File: config.mk
export PLATFORM = sky130hd
export DESIGN_NAME = alert_scheduler
export DESIGN_NICKNAME = d
export VERILOG_FILES = /design/src/rtl/alert_pkg.sv /design/src/rtl/bcd_to_bin.sv /design/src/rtl/alert_scheduler.sv
export SDC_FILE = /design/constraint.sdc
export NUM_CORES = 1
export LEC_CHECK = 0
export CAP_MARGIN = 20
export CORE_MARGIN = 2
export CORE_UTILIZATION = 45
export CTS_BUF_LIST = sky130_fd_sc_hd__clkbuf_16
export DETAILED_ROUTE_END_ITERATION = 7
export GPL_TIMING_DRIVEN = 1
export MAX_ROUTING_LAYER = met4
export PLACE_DENSITY = 0.84
export SYNTH_ARGS = -nofsm -noshare
export SYNTH_HDL_FRONTEND = slang
export SYNTH_SLANG_ARGS = --single-unit
File: constraint.sdc
create_clock -name CLK -period 4.5 [get_ports CLK]
set_input_delay 0.45 -clock CLK [delete_from_list [all_inputs] [get_ports CLK]]
set_output_delay 0.45 -clock CLK [all_outputs]
set_load 0.1 [all_outputs]
File: src/rtl/alert_pkg.sv
// Shared encodings and widths for the alert scheduler.
// Source/state values double as the Light-owner code.
package alert_pkg;

    localparam int CNT_W = 8;

    localparam logic [1:0] SRC_NONE  = 2'b00;
    localparam logic [1:0] SRC_CHIME = 2'b01;
    localparam logic [1:0] SRC_ALARM = 2'b10;

    typedef logic [CNT_W-1:0] cnt_t;

endpackage

File: src/rtl/bcd_to_bin.sv
// Packed BCD byte to binary: tens*10 + units.
// Non-BCD nibbles are converted arithmetically.
module bcd_to_bin (
    input  logic [7:0] bcd,
    output logic [7:0] bin
);

    logic [7:0] tens;
    logic [7:0] units;

    assign tens  = {4'd0, bcd[7:4]};
    assign units = {4'd0, bcd[3:0]};
    assign bin   = (tens * 8'd10) + units;

endmodule

File: src/rtl/alert_scheduler.sv
// Hourly chime / alarm arbiter for one shared Light.
// Alarm pre-empts chime; Stop or disarm aborts a burst.
module alert_scheduler
    import alert_pkg::*;
#(
    parameter int ALARM_TOGGLES    = 120,
    parameter bit ALARM_EN_DEFAULT = 1'b0
) (
    input  logic       CLK,
    input  logic       RST_N,
    input  logic       TICK,
    input  logic [7:0] Hour,
    input  logic [7:0] Minute,
    input  logic [7:0] Second,
    input  logic [7:0] AlarmHour,
    input  logic [7:0] AlarmMinute,
    input  logic       ArmToggle,
    input  logic       Stop,
    output logic       Light,
    output logic       Busy,
    output logic [1:0] Source,
    output logic       Armed
);

    localparam cnt_t ALARM_LOAD = cnt_t'(ALARM_TOGGLES);

    logic [1:0] state;
    cnt_t       cnt;
    logic       light_q;
    logic       armed_q;
    logic       chime_q;
    logic       alarm_q;

    logic [7:0] hour_bin;
    logic [7:0] chime_n;
    cnt_t       chime_load;

    logic top_of_hour;
    logic chime_m;
    logic alarm_m;
    logic chime_ev;
    logic alarm_ev;
    logic abort;
    logic active;

    bcd_to_bin u_hour (
        .bcd (Hour),
        .bin (hour_bin)
    );

    // Midnight flashes 24 times rather than zero.
    assign chime_n    = (hour_bin == 8'd0) ? 8'd24 : hour_bin;
    assign chime_load = {chime_n[6:0], 1'b0};

    assign top_of_hour = (Minute == 8'h00) && (Second == 8'h00);
    assign chime_m     = top_of_hour;
    assign alarm_m     = armed_q
                      && (Hour == AlarmHour)
                      && (Minute == AlarmMinute)
                      && (Second == 8'h00);

    assign chime_ev = chime_m && !chime_q;
    assign alarm_ev = alarm_m && !alarm_q;

    assign active = (state != SRC_NONE);
    assign abort  = Stop
                 || (ArmToggle && armed_q
                     && (state == SRC_ALARM));

    always_ff @(posedge CLK or negedge RST_N) begin
        if (!RST_N) begin
            state   <= SRC_NONE;
            cnt     <= '0;
            light_q <= 1'b0;
            armed_q <= ALARM_EN_DEFAULT;
            chime_q <= 1'b1;
            alarm_q <= 1'b1;
        end else begin
            chime_q <= chime_m;
            alarm_q <= alarm_m;
            if (ArmToggle) begin
                armed_q <= ~armed_q;
            end
            if (alarm_ev) begin
                state   <= SRC_ALARM;
                cnt     <= ALARM_LOAD;
                light_q <= 1'b0;
            end else if (abort && active) begin
                state   <= SRC_NONE;
                cnt     <= '0;
                light_q <= 1'b0;
            end else if (chime_ev && !active) begin
                state   <= SRC_CHIME;
                cnt     <= chime_load;
                light_q <= 1'b0;
            end else if (TICK && active) begin
                if (cnt == '0) begin
                    state   <= SRC_NONE;
                    light_q <= 1'b0;
                end else begin
                    light_q <= ~light_q;
                    cnt     <= cnt - 1'b1;
                end
            end
        end
    end

    assign Light  = light_q;
    assign Busy   = active;
    assign Source = state;
    assign Armed  = armed_q;

endmodule
## After elaboration in Yosys (flattened, before gate mapping)

Index checks and enable logic that the tools add are counted.

| cells by class | value |
|---|---|
| $add $sub $neg | 2 |
| $mul | 1 |
| equal/unequal tests | 4 |
| multiplexer cells | 16 |
| bitwise operators | 2 |
| reduce and logical (&&, ||, !) cells | 24 |

Operators by type and width:

| operator | count |
|---|---|
| 8-bit two-way mux | 5 |
| 8-bit logical NOT | 4 |
| 8-bit == test | 2 |
| 1-bit logical AND | 11 |
| 2-bit two-way mux | 5 |
| 8-bit by 4-bit adder with 8-bit output | 1 |
| 4-bit nonzero test | 2 |
| 8-bit by 1-bit subtractor with 8-bit output, second input constant | 1 |
| 4-bit by 3-bit multiplier with 7-bit output, second input constant | 1 |
| 7-bit two-way mux | 1 |
| 1-bit two-way mux | 5 |
| 4-bit inequality test, second input constant | 1 |
| 2-bit AND reduction | 2 |
| 1-bit logical NOT | 3 |
| 2-bit == test, second input constant | 1 |
| 1-bit NOT | 2 |
| 2-bit nonzero test | 1 |
| 1-bit logical OR | 1 |

| storage, ports and cells | value |
|---|---|
| bits in registers | 14 |
| output and inout port bits | 5 |

## Longest topological paths before layout

| logic depth | value |
|---|---|
| depth in word-level cells | 7 |
| depth in mapped cells | 9 |
| depth with buffers taken out | 9 |

## Hierarchy

A second synthesis with hierarchy kept.

| unflattened totals | value |
|---|---|
| cell total of the unflattened synthesis | 143 |
| area, all modules | 1316.3 µm² |

Modules (own cells, without submodules):

| module | instances | cells an instance | area an instance (µm²) |
|---|---|---|---|
| alert_scheduler | 1 | 114 | 1052.3 |
| bcd_to_bin | 1 | 29 | 264.0 |

## Worst setup path after synthesis

Ideal clock, no wire load.

| path | value |
|---|---|
| path kind | flip-flop to flip-flop |
| from | register state[0], in the netlist Source[0] |
| to | register cnt[5] |
| setup time | 139 ps |
| data arrival time | 2821 ps |
| required time | 4361 ps |
| slack | 1540 ps |
| stages on the path, launching flop included | 8 |
| buffers on the path | 1 |
| period minus slack after synthesis | 2960 ps |
| cell sequence | dfrtp_1 -> or2_2 -> clkbuf_1 -> o21ai_2 -> nand3_1 -> a221oi_1 -> o2111ai_1 -> o2111ai_1 |

| on the way | value |
|---|---|
| longest elaborated chain between the ends | 6 |

Ends and longest elaborated chain:

| what | line | RTL |
|---|---|---|
| start: declaration | alert_scheduler.sv:27 | `logic [1:0] state;` |
| start signal: assignment | alert_scheduler.sv:72 | `state <= SRC_NONE;` |
| start signal: assignment | alert_scheduler.sv:85 | `state <= SRC_ALARM;` |
| start signal: assignment | alert_scheduler.sv:89 | `state <= SRC_NONE;` |
| 2-bit nonzero test (*) | alert_scheduler.sv:65 | `assign active = (state != SRC_NONE);` |
| named net Busy | alert_scheduler.sv:20 | `output logic Busy,` |
| 1-bit logical NOT | alert_scheduler.sv:92 | `end else if (chime_ev && !active) begin` |
| 1-bit logical AND | alert_scheduler.sv:92 |  |
| 8-bit two-way mux | alert_scheduler.sv:92 |  |
| 8-bit two-way mux | alert_scheduler.sv:88 | `end else if (abort && active) begin` |
| 8-bit two-way mux | alert_scheduler.sv:84 | `if (alarm_ev) begin` |
| end signal: assignment | alert_scheduler.sv:94 | `cnt <= chime_load;` |
| end signal: assignment | alert_scheduler.sv:102 | `cnt <= cnt - 1'b1;` |
| end: declaration | alert_scheduler.sv:28 | `cnt_t cnt;` |

Mark *: on every way through the listed nets, which the timed path passes. The rest lies on a longest branch.
A chain may end at the register's enable or synchronous reset.

## Final worst setup path

| path | value |
|---|---|
| from | input port Hour[7] |
| to | register cnt[5] |

| on the way | value |
|---|---|
| longest elaborated chain between the ends | 7 |

Ends and longest elaborated chain:

| what | line | RTL |
|---|---|---|
| start: declaration | alert_scheduler.sv:12 | `input logic [7:0] Hour,` |
| 4-bit by 3-bit multiplier with 7-bit output / 8-bit == test (equally long branches) | bcd_to_bin.sv:13, alert_scheduler.sv:58 |  |
| 8-bit by 4-bit adder with 8-bit output / 1-bit logical AND (equally long branches) | bcd_to_bin.sv:13, alert_scheduler.sv:58 |  |
| 8-bit logical NOT / 1-bit logical AND (equally long branches) | alert_scheduler.sv:52, alert_scheduler.sv:59 |  |
| 7-bit two-way mux / 1-bit logical AND (equally long branches) | alert_scheduler.sv:52, alert_scheduler.sv:60 |  |
| 8-bit two-way mux / 1-bit logical AND (equally long branches) | alert_scheduler.sv:92, alert_scheduler.sv:63 |  |
| 8-bit two-way mux (tied with other cells) | alert_scheduler.sv:88 |  |
| 8-bit two-way mux / 2-bit AND reduction (equally long branches) | -- |  |

Parallel ways exist; a longest one is shown, timed or not.

==> results.cfg <==
[clock_network]
cts_buffer_depth = 2
clock-root-buffer = clkbuf_16
numCtsBuffers = 3
cts-htree-levels = 1
clk_pin_slew_ns = 0.05
cts_resized = 0
cts_tree = yes
postCtsSetupBuffers = 0
cts.sinks = 14
clock_latency_ns = 0.24
cts_hold_buf = 0

[sta]
worst_slew_pin_slew_ns = 0.970
setup_ws_ns = 1.27
rsz0062_at_grt = false
max_slew_margin = 0.351
finalCritPeriodShare = 0.718
setup_viol = 0
hold_viol = 0
maxSlewViolCount = 0
final.min_clock_period_ns = 3.23
max_freq_ghz = 0.310
clock_skew_ns = 0.00382
finalSetupTns_ns = 0

[worst_setup_path]
critPathArrivalTime_ns = 3.38
rrSetupSlack_ns = 2.50
cp_max_fo = 5
timing.critical_path.buf_inv = 1
startpoint_type = primary input
slowest_delay_ns = 0.62
path_cells = clkdlybuf4s50_1 -> ha_1 -> ha_1 -> fa_1 -> nand2_1 -> o21bai_1 -> mux2i_1 -> a221oi_1 -> o2111ai_1 -> o2111ai_1
crit_slowest_cell = clkdlybuf4s50_1
end_kind = register
path_class = in2reg
crit_required_ns = 4.65
cp_top_family = adder cells

[drt]
vias = 1346
drt_iter0_drc = 80
wl_per_cell_um = 16.8
drtAntennaViolNets = 0
dr.pass1.iters = 4
drt-total-wl_mm = 3.91
vias_per_cell = 5.80
drc_errors = 0

[logic_synthesis]
yosys.area.top_type = dfrtp_1
synth-seq-cells = 14
synth_edf_count = 0
synthSimpleGateAreaFrac = 0.246
synth-xor-area-share = 0.173
synthMuxAreaShare = 0.0303
ys_seq_area_frac = 0.259
yosysWarningCount = 0
synth.distinct_cells = 50
synth_top_family_by_area = simple AND/OR/NAND/NOR gates
synth_fa_ha_area_frac = 0.112
syn_inst = 152
syn_area_per_cell_um2 = 8.97
synthFlopType = dfrtp_1
synth_compound_area_frac = 0.140
netlist_area_um2 = 1360
synth_top_area_frac = 0.220
synth_nets = 208
yosys-top-cells-area = dfrtp_1 22%, xor2_1 12%, ha_1 8.3%, xnor2_1 5.8%, dfstp_2 3.9%
async_reset_ff_frac = 1.00

[power_and_ir_drop]
p_leak_nw = 0.826
fin_total_pwr_w = 0.000467
peakVddDrop_uv = 174
netSwitchingFraction = 0.310
power_density_nw_per_um2 = 240
seq_power_share = 0.291
p_sw_w = 0.000145
p_int_w = 0.000322
power.share.clock = 0.361
combPwrFrac = 0.347

[cells_and_area]
diodes = 0
fin_area_um2 = 1940
syn_to_final_growth_pct = 42.6
fill_cells = 216
fin_nets = 258
drive_gt1_frac = 0.0846

[global_route]
first_global_vias = 1416
antenna_found_initial = 0
grt_max_degree = 15
grt_pass1_wl_mm = 6.35
grt_overflow_total = 0
track_usage = 0.252

[run_status]
status = completed

[place]
port_buffers = 49
dpl.hpwl_mm = 3.18
dpl_worst_slack_ns = 1.06
gp_congestion = 0.952
dpl_cell_area_um2 = 1870

[floorplanning]
die_y_um = 59.1
fp.dieArea_um2 = 3490
start_util = 0.482
io_pins = 50
row_count = 19
dieWidth_um = 59.1
core-area_um2 = 2830

[job]
max_cap_violations = 0

[hold_path]
hp-class = reg2reg
-- layout by cell type (no fill, tap or decap), types with 2 or more instances in the layout --
cell type and instances:
xor2_1 18, fa_1 2, dfstp_2 2, mux2i_1 3, dfrtp_1 12, nand4_1 4
clkdlybuf4s50_1 49, clkbuf_16 3, inv_1 8, a21oi_1 4, nor3b_1 3, o2111ai_1 2
o21ai_0 6, nand2_1 13, nor4_1 7, ha_1 9, nor4_2 2, nor3_1 3
a211oi_1 2, nand3_1 5, nor2_1 9, xnor2_1 9
-- flip-flops by register name, indices dropped and copies added, names as in the netlist --
signal / count
Armed: 1
Light: 1
Source: 2
alarm_q: 1
chime_q: 1
cnt: 8
-- stage by stage --
step                std cells   util  hold slack (ns)
finish                    232  0.687            0.514
global route              232  0.687            0.541
CTS                       232  0.687            0.516
detailed placement        228  0.659            0.509
global placement          228  0.659            0.502
floorplan                 152      -            0.154
-- layout make-up --
cell class	instances	area [µm²]	area share
clock buffer	3	75.1	0.0386
clock inverter	1	3.75	0.00193
inverter	7	26.3	0.0135
multi-input combinational	127	957	0.492
sequential	14	353	0.181
tap	31	38.8	0.0199
timing repair buffer	49	490	0.252
-- metal layers --
layer,routed length (µm),share of wire,vias to the layer above,track usage
met1,1510,0.39,637,0.269
li1,-,-,645,-
met4,87,0.022,0,0.0942
met5,0,0,-,-
met2,2120,0.54,52,0.462
met3,192,0.049,12,0.0437
-- worst paths after layout --
| path | start | endpoint | depth (start not counted) |
|---|---|---|---|
| setup / recovery | Hour[7] | cnt[5]$_DFFE_PN0P_ | 10 |
| hold / removal | Armed$_DFFE_PN0P_ | Armed$_DFFE_PN0P_ | 1 |
| setup reg to reg | cnt[0]$_DFFE_PN0P_ | cnt[4]$_DFFE_PN0P_ | 7 |
| hold reg to reg | Armed$_DFFE_PN0P_ | Armed$_DFFE_PN0P_ | 1 |
| max in group asynchronous | RST_N | Armed$_DFFE_PN0P_ | 1 |
| min in group asynchronous | RST_N | cnt[6]$_DFFE_PN0P_ | 1 |
-- synthesized netlist by cell type, types with 2 or more instances --
library cell	n
dfstp_2	2
nand4_1	4
o21ai_0	6
xor2_1	18
nor2_1	9
nor4_2	2
nor4_1	7
nor3b_1	3
xnor2_1	9
ha_1	9
a21oi_1	4
o2111ai_1	2
nor3_1	3
a211oi_1	2
dfrtp_1	12
mux2i_1	3
nand3_1	5
inv_1	7
nand2_1	13
fa_1	2
-- kinds of logic (layout without fill, tap and decap cells) --
kind of cell    after synthesis  count (layout)
compound gates               27              27
xor+xnor                     27              27
fa+ha+maj                    11              11
buf+inv                      11              60
flops                        14              14
mux                           4               4
simple gates                 58              58
-- power groups by stage --
stage | clock network, W | registers, W | logic (W)
after detailed placement | 0 | 0.000138 | 0.000160
after CTS | 0.000169 | 0.000136 | 0.000161
final | 0.000169 | 0.000136 | 0.000162
after global placement | 0 | 0.000138 | 0.000156
after global routing | 0.000175 | 0.000137 | 0.000173
after floorplan | 0 | 0.000171 | 0.0000551
Power figures use the tool's default switching activity.
